### config.mk
export PLATFORM = sky130hd
export DESIGN_NAME = uart_score_tx
export DESIGN_NICKNAME = d
export VERILOG_FILES = /design/src/rtl/sw_uart_pkg.sv /design/src/rtl/uart_tx_byte.sv /design/src/rtl/uart_score_tx.sv
export SDC_FILE = /design/constraint.sdc
export NUM_CORES = 1
export LEC_CHECK = 0
export CAP_MARGIN = 15
export CORE_UTILIZATION = 55
export CTS_BUF_LIST = sky130_fd_sc_hd__clkbuf_8
export CTS_CLUSTER_DIAMETER = 30
export DETAILED_ROUTE_END_ITERATION = 16
export PLACE_DENSITY = 0.74
export SETUP_SLACK_MARGIN = 0.5
export SLEW_MARGIN = 40
export SYNTH_ARGS = -nofsm -noshare
export SYNTH_HDL_FRONTEND = slang
export SYNTH_HIERARCHICAL = 1
export SYNTH_SLANG_ARGS = --single-unit
export TNS_END_PERCENT = 20
### constraint.sdc
create_clock -name CLOCK -period 5.4 [get_ports CLOCK]
set_input_delay 1.35 -clock CLOCK [delete_from_list [all_inputs] [get_ports CLOCK]]
set_output_delay 1.35 -clock CLOCK [all_outputs]
set_load 0.1 [all_outputs]
### src/rtl/sw_uart_pkg.sv
// Shared constants, state encoding and the baud divisor helper for the
// score-to-UART path.
package sw_uart_pkg;

    localparam logic [7:0] ASCII_ZERO = 8'h30;
    localparam logic [7:0] ASCII_CR   = 8'h0D;
    localparam logic [7:0] ASCII_LF   = 8'h0A;

    typedef enum logic [1:0] {
        IDLE    = 2'd0,
        CONVERT = 2'd1,
        PREP    = 2'd2,
        SEND    = 2'd3
    } state_e;

    // Clock cycles per UART bit, rounded to nearest.
    function automatic int unsigned baud_div(input int unsigned clk_hz,
                                             input int unsigned baud);
        return (clk_hz + (baud / 32'd2)) / baud;
    endfunction

endpackage

### src/rtl/uart_tx_byte.sv
// 8N1 byte serialiser. o_ready is also high on the last stop-bit cycle so a
// send issued then chains the next frame with no idle gap.
module uart_tx_byte #(
    parameter int unsigned BAUD_DIV = 434
) (
    input  logic       CLOCK,
    input  logic       RST_N,
    input  logic [7:0] i_byte,
    input  logic       i_send,
    output logic       o_ready,
    output logic       o_txd
);

    localparam int unsigned DIV_W = (BAUD_DIV > 1) ? $clog2(BAUD_DIV) : 1;
    localparam logic [DIV_W-1:0] DIV_MAX = DIV_W'(BAUD_DIV - 1);

    logic             active_q, active_d;
    logic [3:0]       bit_q, bit_d;
    logic [DIV_W-1:0] div_q, div_d;
    logic [8:0]       shift_q, shift_d;
    logic             txd_q, txd_d;
    logic             ready_s;

    assign ready_s = !active_q || ((bit_q == 4'd9) && (div_q == DIV_MAX));
    assign o_ready = ready_s;
    assign o_txd   = txd_q;

    // Frame sequencing: load on send, otherwise step bit timing.
    always_comb begin
        active_d = active_q;
        bit_d    = bit_q;
        div_d    = div_q;
        shift_d  = shift_q;
        txd_d    = txd_q;
        if (i_send && ready_s) begin
            active_d = 1'b1;
            bit_d    = 4'd0;
            div_d    = '0;
            shift_d  = {1'b1, i_byte};
            txd_d    = 1'b0;
        end else if (active_q) begin
            if (div_q == DIV_MAX) begin
                div_d = '0;
                if (bit_q == 4'd9) begin
                    active_d = 1'b0;
                    txd_d    = 1'b1;
                end else begin
                    bit_d   = bit_q + 4'd1;
                    txd_d   = shift_q[0];
                    shift_d = {1'b1, shift_q[8:1]};
                end
            end else begin
                div_d = div_q + DIV_W'(1);
            end
        end else begin
            txd_d = 1'b1;
        end
    end

    // Serialiser state registers.
    always_ff @(posedge CLOCK or negedge RST_N) begin
        if (!RST_N) begin
            active_q <= 1'b0;
            bit_q    <= 4'd0;
            div_q    <= '0;
            shift_q  <= 9'h1FF;
            txd_q    <= 1'b1;
        end else begin
            active_q <= active_d;
            bit_q    <= bit_d;
            div_q    <= div_d;
            shift_q  <= shift_d;
            txd_q    <= txd_d;
        end
    end

endmodule

### src/rtl/uart_score_tx.sv
// Converts an accepted binary score to decimal with double-dabble and sends
// it as "<digits>\r\n" over an 8N1 UART, suppressing leading zeros.
module uart_score_tx
    import sw_uart_pkg::*;
#(
    parameter int unsigned CLK_HZ = 50000000,
    parameter int unsigned BAUD   = 115200,
    parameter int unsigned DATA_W = 18,
    parameter int unsigned DIGITS = 6
) (
    input  logic              CLOCK,
    input  logic              RST_N,
    input  logic [DATA_W-1:0] i_data,
    input  logic              i_valid,
    output logic              o_busy,
    output logic              o_txd,
    output logic              o_done,
    output logic              o_drop
);

    localparam int unsigned BAUD_DIV = baud_div(CLK_HZ, BAUD);
    localparam int unsigned BCD_W    = 4 * DIGITS;
    localparam int unsigned CNT_MAX  = (DATA_W > DIGITS + 2) ? DATA_W : DIGITS + 2;
    localparam int unsigned CNT_W    = $clog2(CNT_MAX + 1);
    localparam int unsigned NDIG_W   = $clog2(DIGITS + 1);

    state_e            state_q, state_d;
    logic [DATA_W-1:0] bin_q, bin_d;
    logic [BCD_W-1:0]  bcd_q, bcd_d;
    logic [CNT_W-1:0]  cnt_q, cnt_d;
    logic [NDIG_W-1:0] ndig_q, ndig_d;
    logic              busy_q, busy_d;
    logic              done_q, done_d;
    logic              drop_q, drop_d;

    logic [BCD_W-1:0]  adj_s;
    logic [NDIG_W-1:0] lz_s;
    logic              found_s;
    logic [CNT_W-1:0]  ndig_ext_s;
    logic [CNT_W-1:0]  total_s;
    logic              send_s;
    logic [7:0]        byte_s;
    logic              tx_ready_s;

    // Add 3 to every BCD nibble that is 5 or more before the next shift.
    function automatic logic [BCD_W-1:0] dabble_adj(input logic [BCD_W-1:0] b);
        logic [BCD_W-1:0] r;
        r = b;
        for (int i = 0; i < DIGITS; i++) begin
            if (r[i*4 +: 4] >= 4'd5) begin
                r[i*4 +: 4] = r[i*4 +: 4] + 4'd3;
            end else begin
                r[i*4 +: 4] = r[i*4 +: 4];
            end
        end
        return r;
    endfunction

    assign adj_s      = dabble_adj(bcd_q);
    assign ndig_ext_s = CNT_W'(ndig_q);
    assign total_s    = ndig_ext_s + CNT_W'(2);

    // Count leading zero digits; the least significant digit is always kept.
    always_comb begin
        lz_s    = '0;
        found_s = 1'b0;
        for (int i = DIGITS - 1; i >= 1; i--) begin
            if (!found_s && (bcd_q[i*4 +: 4] == 4'd0)) begin
                lz_s = lz_s + NDIG_W'(1);
            end else begin
                found_s = 1'b1;
            end
        end
    end

    // Next-state logic: accept, convert, align digits, then sequence bytes.
    always_comb begin
        state_d = state_q;
        bin_d   = bin_q;
        bcd_d   = bcd_q;
        cnt_d   = cnt_q;
        ndig_d  = ndig_q;
        busy_d  = busy_q;
        done_d  = 1'b0;
        drop_d  = i_valid && ((state_q != IDLE) || done_q);
        send_s  = 1'b0;
        byte_s  = 8'h00;
        case (state_q)
            IDLE: begin
                if (i_valid && !done_q) begin
                    bin_d   = i_data;
                    bcd_d   = '0;
                    cnt_d   = '0;
                    busy_d  = 1'b1;
                    state_d = CONVERT;
                end else begin
                    state_d = IDLE;
                end
            end
            CONVERT: begin
                bcd_d = {adj_s[BCD_W-2:0], bin_q[DATA_W-1]};
                bin_d = {bin_q[DATA_W-2:0], 1'b0};
                if (cnt_q == CNT_W'(DATA_W - 1)) begin
                    cnt_d   = '0;
                    state_d = PREP;
                end else begin
                    cnt_d = cnt_q + CNT_W'(1);
                end
            end
            PREP: begin
                bcd_d   = bcd_q << {lz_s, 2'b00};
                ndig_d  = NDIG_W'(DIGITS) - lz_s;
                state_d = SEND;
            end
            SEND: begin
                if (tx_ready_s) begin
                    if (cnt_q == total_s) begin
                        state_d = IDLE;
                        busy_d  = 1'b0;
                        done_d  = 1'b1;
                    end else begin
                        send_s = 1'b1;
                        cnt_d  = cnt_q + CNT_W'(1);
                        if (cnt_q < ndig_ext_s) begin
                            byte_s = ASCII_ZERO + {4'h0, bcd_q[BCD_W-1 -: 4]};
                            bcd_d  = {bcd_q[BCD_W-5:0], 4'h0};
                        end else if (cnt_q == ndig_ext_s) begin
                            byte_s = ASCII_CR;
                        end else begin
                            byte_s = ASCII_LF;
                        end
                    end
                end else begin
                    state_d = SEND;
                end
            end
            default: begin
                state_d = IDLE;
                busy_d  = 1'b0;
            end
        endcase
    end

    // Control and datapath registers.
    always_ff @(posedge CLOCK or negedge RST_N) begin
        if (!RST_N) begin
            state_q <= IDLE;
            bin_q   <= '0;
            bcd_q   <= '0;
            cnt_q   <= '0;
            ndig_q  <= '0;
            busy_q  <= 1'b0;
            done_q  <= 1'b0;
            drop_q  <= 1'b0;
        end else begin
            state_q <= state_d;
            bin_q   <= bin_d;
            bcd_q   <= bcd_d;
            cnt_q   <= cnt_d;
            ndig_q  <= ndig_d;
            busy_q  <= busy_d;
            done_q  <= done_d;
            drop_q  <= drop_d;
        end
    end

    uart_tx_byte #(
        .BAUD_DIV (BAUD_DIV)
    ) u_tx (
        .CLOCK   (CLOCK),
        .RST_N   (RST_N),
        .i_byte  (byte_s),
        .i_send  (send_s),
        .o_ready (tx_ready_s),
        .o_txd   (o_txd)
    );

    assign o_busy = busy_q;
    assign o_done = done_q;
    assign o_drop = drop_q;

endmodule

---- Yosys cells after proc, flatten, opt, wreduce, memory -nomap -nowiden ----
Cells that the tools add are included.
word-level totals
  bits in registers ....................... 79
  word-level logic and storage cells ...... 153
  input bits .............................. 21
  output and inout bits ................... 4
operators by class
  multiplexer cells ....................... 66
  shift operators ......................... 1
  eq/ne operators ......................... 17
  reduce and logical (&&, ||, !) cells .... 33
  add/subtract/negate cells ............... 16
  $lt $le $gt $ge ......................... 7
operators with widths
  cell                                                  number
  2-to-1 mux 24 bit                                     4
  one-hot mux 24 bit (4 select lines)                   1
  2-to-1 mux 9 bit                                      7
  2-to-1 mux 4 bit                                      9
  one-hot mux 18 bit (2 select lines)                   1
  2-to-1 mux 7 bit                                      4
  >= comparator 4 x 3 -> 1 bit (second input constant)  6
  left shift 24 x 5 -> 24 bit                           1
  2-to-1 mux 1 bit                                      23
  adder 4 x 2 -> 4 bit (second input constant)          5
  logical NOT 4 bit                                     5
  2-to-1 mux 5 bit                                      4
  2-to-1 mux 18 bit                                     1
  2-to-1 mux 3 bit                                      6
  one-hot mux 5 bit (3 select lines)                    1
  adder 3 x 1 -> 3 bit (second input constant)          4
  inequality test 2 bit (second input constant)         6
  AND reduction 4 bit                                   3
  nonzero test 2 bit                                    5
  adder 9 x 1 -> 9 bit (second input constant)          1
  == test 9 bit (second input constant)                 1
  logical AND 1 bit                                     8
  one-hot mux 2 bit (4 select lines)                    1
  adder 6 x 4 -> 7 bit (first input constant)           1
  other kinds (22)                                      32

---- Logic depth before layout (Yosys ltp) ----
Gate-level depths: netlist (run 1).
  word-level depth ........................ 14
  mapped depth ............................ 18
  gate-level depth less buffers ........... 16

---- Hierarchy ----
Netlist (run 1), hierarchy kept.
by module, submodules not included
  module         cells an instance  instances  area each (µm²)  sequential area each (µm²)
  uart_score_tx  524                1          4327.9           1376.3
  uart_tx_byte   112                1          1198.6           586.8

---- Worst setup path before layout (run 1) ----
OpenSTA, ideal clock, no wires.
  path type ............................... register -> register
  from .................................... reg bcd_q[13]
  to ...................................... reg bcd_q[14]
  required time ........................... 5274 ps
  stages on the path, launching flop included .. 18
  setup time .............................. 126 ps
  arrival time ............................ 3675 ps
  buffers on the path ..................... 2
  setup slack ............................. 1599 ps
  period minus slack after synthesis ...... 3801 ps
  path through ............................ dfrtp_1 -> inv_1 -> ha_1 -> or3b_1 -> a21oi_1 -> ha_1 -> nor2_1 -> nor2_1 -> ha_1 -> and4bb_2 -> a2111oi_4 -> or2_1 -> buf_6 -> inv_4 -> buf_6 -> nand2_1 -> a31oi_1 -> a221o_1
on the way
  word-level cells in the longest chain between the ends .. 11
  elaborated cells on any way between the ends .. 18
  those cells by class .................... add/sub: 3; order compare: 1; shift: 1; mux: 7; reduce/logical: 6
ends and longest elaborated chain
  element                                                                        line                  source
  start: declaration                                                             uart_score_tx.sv:29   logic [BCD_W-1:0] bcd_q, bcd_d;
  start signal: assignment                                                       uart_score_tx.sv:149  bcd_q <= '0;
  start signal: assignment                                                       uart_score_tx.sv:158  bcd_q <= bcd_d;
  parallel branches: the longest is 10 deep, another holds adder 3 x 1 -> 3 bit  -
  one-hot mux 24 bit (4 select lines) *                                          uart_score_tx.sv:88   case (state_q)
Every way passes the cells marked *.
A chain may end at the register's enable or synchronous reset.

---- Worst setup path in the final report (run 1) ----
  from .................................... reg bcd_q[13]
  to ...................................... reg bcd_q[18]
on the way
  word-level cells in the longest chain between the ends .. 11
  elaborated cells on any way between the ends .. 15
  those cells by class .................... add/sub: 2; shift: 1; mux: 6; reduce/logical: 6
ends and longest elaborated chain
  element                                                                       line                  source
  logical NOT 4 bit *                                                           uart_score_tx.sv:68   if (!found_s && (bcd_q[i*4 +: 4] == 4'd0)) begin
  logical AND 1 bit *                                                           uart_score_tx.sv:68
  parallel branches: the longest is 6 deep, another holds adder 3 x 1 -> 3 bit  -
  2-to-1 mux 3 bit *                                                            uart_score_tx.sv:68
  left shift 24 x 5 -> 24 bit *                                                 uart_score_tx.sv:111  bcd_d = bcd_q << {lz_s, 2'b00};
  one-hot mux 24 bit (4 select lines) *                                         uart_score_tx.sv:88
Marks and branches as above.

==> results.toml, run 1 <==
[run_status]
status = "finished, final reports clean"

[grt]
grt_antenna_before_repair = 0
grt_max_degree = 79
grt_pass1_wl_um = 22590
grt_pass1_vias = 4542
grt_remaining_overflow = 0
grt_use_total_pct = 27.83

[layout]
nets = 683
antennaDiodeCount = 0
final_core_util_pct = 60.71
drive_gt1_share_pct = 9.718
fin_area_um2 = 5934
stdcell_count = 771
area_delta_synth_final_pct = 7.381

[synth]
ys_seq_area_share_pct = 35.52
async_flop_share_pct = 100.0
ys_warn_count = 6
synth_edf_count = 0
ys_ff_latch = 78
syn-instance-count = 636
synth_area_um2 = 5527
yosys.area.top_type = "dfrtp_1"
synth_top_area_share_pct = 31.24
synthTopCellsByArea = "dfrtp_1 (31%), ha_1 (6.6%), mux2i_1 (5.4%)"
synth_cell_types = 75
ys.flop_type = "dfrtp_1"
postSynthAreaPerCell_um2 = 8.690

[clocking]
cts_resized = 0
cts_htree_levels = 3
root_buffer = "clkbuf_8"
cts_buffers = 9
clk_pin_slew_ns = 0.08
clock_sinks = 78
cts_setup_buffers = 0
clkLatencyLatePin_ns = 0.36
postCtsHoldBufs = 0
clockBufferDepth = 2
tritoncts = "yes"

[placement]
dp_hpwl_um = 9629
place_ws_ns = 1.055
dp.cells = 755
place_area_um2 = 5738
place_congestion = 0.9658
portBuffers = 24

[run]
maxCapViolCount = 0

[power_and_ir_drop]
cellPowerDensity_nw_per_um2 = 555.8
p_total_mw = 3.298
leakage_nw = 2.599
vdd_ir_drop_max_uv = 305.0

[sta]
fmax_mhz = 225.6
worst_pin_slew_ns = 0.8358
finalSetupViolCount = 0
fin_setup_tns_ns = 0
finalHoldViolCount = 0
fin_ws_ns = 0.9670
skew_ns = 0.01195
min_period_over_period_pct = 82.09
finalMaxSlewViolations = 0
slew_headroom_pct = 44.28
whs_ns = 0.4859
period_minus_slack_ns = 4.433
rsz0062_at_grt = "no"

[drt]
drt_iter0_markers = 493
post_drt_wl_per_cell_um = 18.01
drc_errors = 0
firstDrtPassIters = 5
num_vias = 4917
ant_nets = 0
avgViaCountPerCell = 6.377
wirelength_um = 13890

[die]
io_pins = 25
std_cell_rows = 36
dieArea_um2 = 10450
core_area_um2 = 9774
initial_utilization_pct = 56.54
die_w_um = 102.2
dieHeight_um = 102.2

[setup_path]
r2r_slack_ns = 0.97
worst_ep_arrival_time_ns = 4.70
reg2reg_to = "bcd_q[18]"
crit_start = "bcd_q[13]"
crit_fanout = 14
crit_type = "reg -> reg"
worstSetupStartpointType = "flop"
r2r.worst_path.cells = 15
cp-end-kind = "flop"
r2r_start = "bcd_q[13]"
cp.required_ns = 5.67

[min_path]
timing.hold.worst_path_depth = 2
worstHoldEndpoint = "bin_q[1]"
min_path_type = "reg -> reg"
hold_path.startpoint = "bin_q[1]"
cells by family after synthesis:
kind of cell | share of synthesized area, %
xor gates and xnor gates | 2.694
AOI/OAI and AO/OA | 22.96
adders and majority gates | 6.566
and+or+nand+nor | 19.52
buffers and inverters | 5.547
DFF | 35.52
muxes | 7.132
other | 0.06785
layout by cell type, fill, tap and decap left out, types with 3 or more instances in the layout:
master            n
a211oi_1          3
a21oi_1          54
a221o_1          15
a22oi_1           3
a31oi_1           8
and2_1            3
and3_1           13
buf_2             4
buf_4             3
clkbuf_8          9
clkdlybuf4s50_1  19
clkinv_2          3
dfrtp_1          69
dfstp_2           9
ha_1             29
inv_1            26
mux2_2            7
mux2i_1          30
nand2_1          73
nand2b_1         13
nand3_1          12
nand4_1           3
nor2_1           45
nor2b_1           6
nor3_1            9
nor3b_1           6
o211ai_1          6
o21a_1            4
o21ai_0          49
o221ai_1          4
o22a_1            4
o22ai_1          13
o31ai_1           5
or3_1             4
or4_1             3
xnor2_1          10
xor2_1            7
power breakdown:
group          switching (mW)  internal, mW
combinational           0.999         0.731
clock                   0.232         0.212
sequential              0.321         0.803
total                    1.55          1.75
cell usage after synthesis (all sizes together), types with 9 or more instances:
library cell  number
nand2b            13
nand2             73
and3              13
nor2              46
a221o             15
clkbuf            23
inv               27
mux2i             30
ha                29
dfstp              9
o21ai             52
a21oi             54
nand3             12
dfrtp             69
xnor2             10
buf               19
o22ai             13
nor3              10
cell type report:
| cell class | count | area [µm²] |
|---|---|---|
| clock buffer | 9 | 123.9 |
| clock inverter | 7 | 66.31 |
| fill | 867 | 3840 |
| inverter | 27 | 103.9 |
| multi-input combinational | 490 | 3267 |
| sequential | 78 | 1963 |
| tap | 133 | 166.4 |
| timing repair buffer | 27 | 244.0 |
layer usage:
layer  part of all wire [%]  vias up  global-route usage [%]
li1                       -     2294                       -
met1                     44     2374                   38.64
met5                      0        -                       0
met2                     46      218                   43.42
met3                    7.4       31                   4.993
met4                    2.3        0                   10.55
state kept, by name (all words and copies together), names as in the netlist:
name,cells
bcd_q,24
bin_q,18
u_tx/div_q,9
u_tx/shift_q,8
cnt_q,5
u_tx/bit_q,4
ndig_q,3
state_q,2
o_busy,1
o_done,1
o_drop,1
u_tx/active_q,1
u_tx/o_txd,1
critical path, cell delays in order (launching register included):
cell,delay (ns)
dfrtp_1,0.42
inv_1,0.16
ha_1,0.26
or3b_1,0.45
a21oi_1,0.30
ha_1,0.35
nor2_1,0.18
nor2_1,0.07
ha_1,0.30
and4bb_2,0.26
a2111oi_4,0.39
or2_1,0.37
inv_4,0.15
nor3_1,0.35
a21oi_1,0.12
o221ai_1,0.19
worst max path at each step:
| stage | end | slack, ns | depth (start not counted) |
|---|---|---|---|
| 3_3_place_gp | bcd_q[11] | 1.25 | 15 |
| 6_report | bcd_q[18] | 0.97 | 15 |
| 3_5_place_dp | bcd_q[18] | 1.05 | 15 |
| 4_1_cts | bcd_q[18] | 1.02 | 15 |
| 2_1_floorplan | bcd_q[14] | 1.60 | 17 |
| 5_1_grt | bcd_q[19] | 0.70 | 15 |
Note: power is estimated with default switching activity, not from simulation.
==> run 2, diff against run 1 <==
==> constraint.sdc (replaced) <==
create_clock -name CLOCK -period 4.3 [get_ports CLOCK]
set_input_delay 1.075 -clock CLOCK [delete_from_list [all_inputs] [get_ports CLOCK]]
set_output_delay 1.075 -clock CLOCK [all_outputs]
set_load 0.1 [all_outputs]
==> results.toml, run 2 (synthesized netlist as in run 1, its figures left out) <==
[setup_path]
r2r.worst_path.cells = 15
cp.required_ns = 4.55
worstPathCellList = "inv_1 > ha_2 > or3b_4 > a21oi_4 > ha_4 > nor2_2 > nor2_1 > ha_1 > and4bb_2 > a2111oi_4 > or2_4 > inv_4 > mux2_4 > a22oi_2 > o211ai_1"
r2r_start = "bcd_q[20]"
crit_fanout = 14
r2r_slack_ns = 0.63
cp_slowest_cell = "dfrtp_2"
worst_ep_arrival_time_ns = 3.92
cp_num_buf_inv = 2
max_stage_delay_ns = 0.44
cpLargestDelayFamily = "simple AND/OR/NAND/NOR gates"
cp-end-kind = "flop"
reg2reg_to = "bcd_q[11]"
crit_type = "reg -> reg"
worstSetupStartpointType = "flop"

[clocking]
postCtsHoldBufs = 0
tritoncts = "yes"
clkLatencyLatePin_ns = 0.37
cts_htree_levels = 3
cts_buffers = 9
clk_pin_slew_ns = 0.09
clockBufferDepth = 2
clock_sinks = 78
root_buffer = "clkbuf_8"

[placement]
dp_hpwl_um = 9523
portBuffers = 24
place_congestion = 0.9899

[sta]
worst_pin_slew_ns = 0.7183
rsz0062_at_grt = "no"
fmax_mhz = 272.4
slew_headroom_pct = 52.11
period_minus_slack_ns = 3.672
skew_ns = 0.01038
finalSetupViolCount = 0
finalMaxSlewViolations = 0
finalHoldViolCount = 0
min_period_over_period_pct = 85.39
fin_setup_tns_ns = 0

[drt]
wirelength_um = 13870
num_vias = 5010
firstDrtPassIters = 5
drc_errors = 0
avgViaCountPerCell = 6.286
post_drt_wl_per_cell_um = 17.40
ant_nets = 0
drt_iter0_markers = 416

[power_and_ir_drop]
cellPowerDensity_nw_per_um2 = 708.0
vdd_ir_drop_max_uv = 423.8
leakage_nw = 2.742

[die]
dieArea_um2 = 10450
initial_utilization_pct = 56.54
std_cell_rows = 36
io_pins = 25
dieHeight_um = 102.2
core_area_um2 = 9774
die_w_um = 102.2

[min_path]
min_path_type = "reg -> reg"
timing.hold.worst_path_depth = 2
hold_path.startpoint = "bin_q[7]"
worstHoldEndpoint = "bin_q[7]"

[layout]
antennaDiodeCount = 0
nets = 709
regArea_um2 = 1967
drive_gt1_share_pct = 15.96
regMostFlops = "bcd_q"
n_fill_cell = 844
final_core_util_pct = 64.00
largest_reg_flops = 24
layout_common_cells = "nand2_1 (73), dfrtp_1 (66), a21oi_1 (53), o21ai_0 (49), nor2_1 (43)"
area_delta_synth_final_pct = 13.20
multiInputGateArea_um2 = 3339
final_common_cell = "nand2_1"
reg_top3 = "bcd_q: 24 flops, bin_q: 18 flops, u_tx/div_q: 9 flops"

[run_status]
status = "finished, final reports clean"

[grt]
grt_pass1_wl_um = 22630
grt_remaining_overflow = 0
grt_pass1_vias = 4641
grt_antenna_before_repair = 0
grt_max_degree = 79
grt_use_total_pct = 27.94

[run]
maxCapViolCount = 0
==> run 2: worst min-delay path: stages (launching register included) <==
cell     delay [ns]
dfrtp_1        0.35
nand2_1        0.05
o21ai_0        0.06
==> run 2: area by class of cell <==
class	count	share of cell area, %
multi-input combinational	490	53.38
sequential	78	31.44
timing repair buffer	53	7.340
tap	133	2.660
clock buffer	9	1.980
inverter	27	1.660
clock inverter	7	1.540
==> run 2: metrics by stage <==
step	instance area, µm²	total power, mW	instances	setup WS [ns]	hold slack, ns
after CTS	6123	4.305	787	0.5129	0.4908
final	6256	4.429	797	0.6283	0.4876
after detailed placement	5847	3.608	769	0.2088	0.4719
after floorplan	5534	3.052	637	0.5471	0.4492
after global placement	5863	3.518	769	0.3682	0.4651
after global routing	6256	4.762	797	0.4890	0.5236
==> run 2: worst max path at each step <==
stage,start,to,cells past startpoint
6_report,bcd_q[20],bcd_q[11],15
3_3_place_gp,bcd_q[13],bcd_q[11],15
3_5_place_dp,bcd_q[13],bcd_q[19],15
2_1_floorplan,bcd_q[13],bcd_q[14],17
5_1_grt,bcd_q[20],bcd_q[11],15
4_1_cts,bcd_q[12],bcd_q[11],15
==> run 2: timing repair <==
| item | in CTS | in global routing |
|---|---|---|
| hold endpoints to repair | 0 | 0 |
| setup buffers | 2 | 9 |
| endpoints found under the setup margin | 25 | 24 |
| pin swaps | 1 | 2 |
| resized for setup | 10 | 11 |
==> run 2: routing by layer <==
layer	track usage, %	wire (µm)	up-vias
met5	0	0	-
met4	11.65	363	0
met3	4.788	948	47
met2	43.21	6285	186
met1	38.78	6274	2428
li1	-	-	2349
==> run 2: where the power goes <==
group | leakage [nW] | internal [mW] | switching, mW
clock network | 0.108 | 0.329 | 0.305
logic | 1.68 | 1.07 | 1.35
registers | 0.954 | 1.01 | 0.366
==> run 3, diff against run 2 <==
==> constraint.sdc (replaced) <==
create_clock -name CLOCK -period 4.7 [get_ports CLOCK]
set_input_delay 1.175 -clock CLOCK [delete_from_list [all_inputs] [get_ports CLOCK]]
set_output_delay 1.175 -clock CLOCK [all_outputs]
set_load 0.1 [all_outputs]
==> results.toml, run 3 (synthesized netlist as in run 1, its figures left out) <==
[sta]
rsz0062_at_grt = "no"
fin_ws_ns = 0.7242
finalSetupViolCount = 0
skew_ns = 0.009465
min_period_over_period_pct = 84.59
fin_setup_tns_ns = 0
fmax_mhz = 251.5
worst_pin_slew_ns = 0.7611
finalHoldViolCount = 0
slew_headroom_pct = 49.26
finalMaxSlewViolations = 0
period_minus_slack_ns = 3.976

[layout]
stdcell_count = 778
regMostFlops = "bcd_q"
area_delta_synth_final_pct = 8.784
nets = 690
antennaDiodeCount = 0
largest_reg_flops = 24
drive_gt1_share_pct = 11.78
layout_common_cells = "nand2_1 (72), dfrtp_1 (69), a21oi_1 (53), o21ai_0 (49), nor2_1 (45)"
reg_top3 = "bcd_q: 24 flops, bin_q: 18 flops, u_tx/div_q: 9 flops"
n_fill_cell = 883
final_common_cell = "nand2_1"

[setup_path]
crit_start = "bcd_q[21]"
cp.required_ns = 4.94
r2r.worst_path.cells = 15
cp_slowest_cell = "or3b_1"
crit_type = "reg -> reg"
r2r_slack_ns = 0.72
reg2reg_to = "bcd_q[17]"
worstSetupStartpointType = "flop"
worst_ep_arrival_time_ns = 4.21
worstPathCellList = "inv_1 > ha_1 > or3b_1 > a21oi_2 > ha_1 > nor2_1 > nor2_1 > ha_1 > and4bb_2 > a2111oi_4 > or2_4 > buf_4 > nor2_1 > a2111oi_0 > o22ai_1"
cp-end-kind = "flop"
max_stage_delay_ns = 0.45
crit_end = "bcd_q[17]"
r2r_start = "bcd_q[21]"
crit_fanout = 5

[drt]
ant_nets = 0
post_drt_wl_per_cell_um = 17.89
drt_iter0_markers = 478
avgViaCountPerCell = 6.267
wirelength_um = 13920
firstDrtPassIters = 6
drc_errors = 0
num_vias = 4876

[power_and_ir_drop]
leakage_nw = 2.632
intPower_mw = 2.002
pwr-share-comb_pct = 53.7
p_switching_mw = 1.820
seqPwrFrac_pct = 34.0
clockPowerShare_pct = 12.3
swShare_pct = 47.61
cellPowerDensity_nw_per_um2 = 635.8
vdd_ir_drop_max_uv = 338.0

[clocking]
clockBufferDepth = 2
cts_htree_levels = 3
tritoncts = "yes"
clk_pin_slew_ns = 0.09
cts_buffers = 9
clock_sinks = 78
clkLatencyLatePin_ns = 0.37
root_buffer = "clkbuf_8"

[placement]
place_congestion = 0.9671
place_ws_ns = 0.3892
dp_hpwl_um = 9584
dp.cells = 757
portBuffers = 24

[die]
io_pins = 25
core_area_um2 = 9774
initial_utilization_pct = 56.54
std_cell_rows = 36
dieArea_um2 = 10450
die_w_um = 102.2
dieHeight_um = 102.2

[grt]
grt_pass1_vias = 4627
grt_max_degree = 79
grt_use_total_pct = 28.21
grt_antenna_before_repair = 0
grt_pass1_wl_um = 22600
grt_remaining_overflow = 0

[run_status]
status = "finished, final reports clean"

[min_path]
min_path_type = "reg -> reg"

[run]
maxCapViolCount = 0
run 3: how the worst min path moves through the flow:
stage / from / endpoint / slack [ns] / cells past startpoint
after floorplan: bin_q[10] / bin_q[10] / 0.45 / 2
after global placement: bin_q[11] / bin_q[11] / 0.46 / 2
after detailed placement: bin_q[7] / bin_q[7] / 0.47 / 2
after CTS: bin_q[7] / bin_q[7] / 0.49 / 2
after global routing: bin_q[7] / bin_q[7] / 0.52 / 2
final: bin_q[7] / bin_q[7] / 0.49 / 2
run 3: stage by stage:
stage                     hold slack (ns)  power, mW  util, %  instance area [µm²]
after floorplan                    0.4492      2.789        -                 5530
after global placement             0.4640      3.179    59.02                 5769
after detailed placement           0.4742      3.254    58.86                 5753
after CTS                          0.4943      3.736    60.69                 5932
after global routing               0.5233      4.123    61.51                 6012
final                              0.4908      3.822    61.51                 6012
run 3: metal layers:
metal / up-vias / routed length (µm) / global-route usage [%]
met5: - / 0 / 0
met4: 0 / 449 / 13.30
met3: 44 / 1029 / 6.635
met2: 185 / 6134 / 42.69
met1: 2337 / 6304 / 38.19
li1: 2310 / - / -
run 3: timing repair:
action	4_1_cts	5_1_grt
pin swaps	0	2
resized for setup	1	8
buffers inserted	0	4
hold buffers	0	0
endpoints found under the setup margin	10	22
run 3: power by group through the flow:
stage	Combinational, mW	Sequential [mW]	Clock (mW)
floorplan	1.68	1.10	0
global placement	1.90	1.28	0
detailed placement	1.97	1.29	0
CTS	1.98	1.27	0.479
global route	2.28	1.34	0.508
finish	2.05	1.30	0.472
run 3: final cells by class:
| cell class | count | area (µm²) | area share [%] |
|---|---|---|---|
| sequential | 78 | 1963 | 32.65 |
| timing repair buffer | 34 | 309.0 | 5.140 |
| clock buffer | 10 | 137.6 | 2.289 |
| multi-input combinational | 490 | 3293 | 54.78 |
| inverter | 27 | 103.9 | 1.727 |
| clock inverter | 6 | 38.79 | 0.6452 |
| tap | 133 | 166.4 | 2.768 |
run 3: worst max-delay path: cells and delay by family, from the launching register on:
| kind | cells | cell delay (ns) |
|---|---|---|
| simple gates | 6 | 1.21 |
| flops | 1 | 0.41 |
| buf+inv | 2 | 0.28 |
| fa+ha+maj | 3 | 0.82 |
| compound gates | 4 | 1.11 |
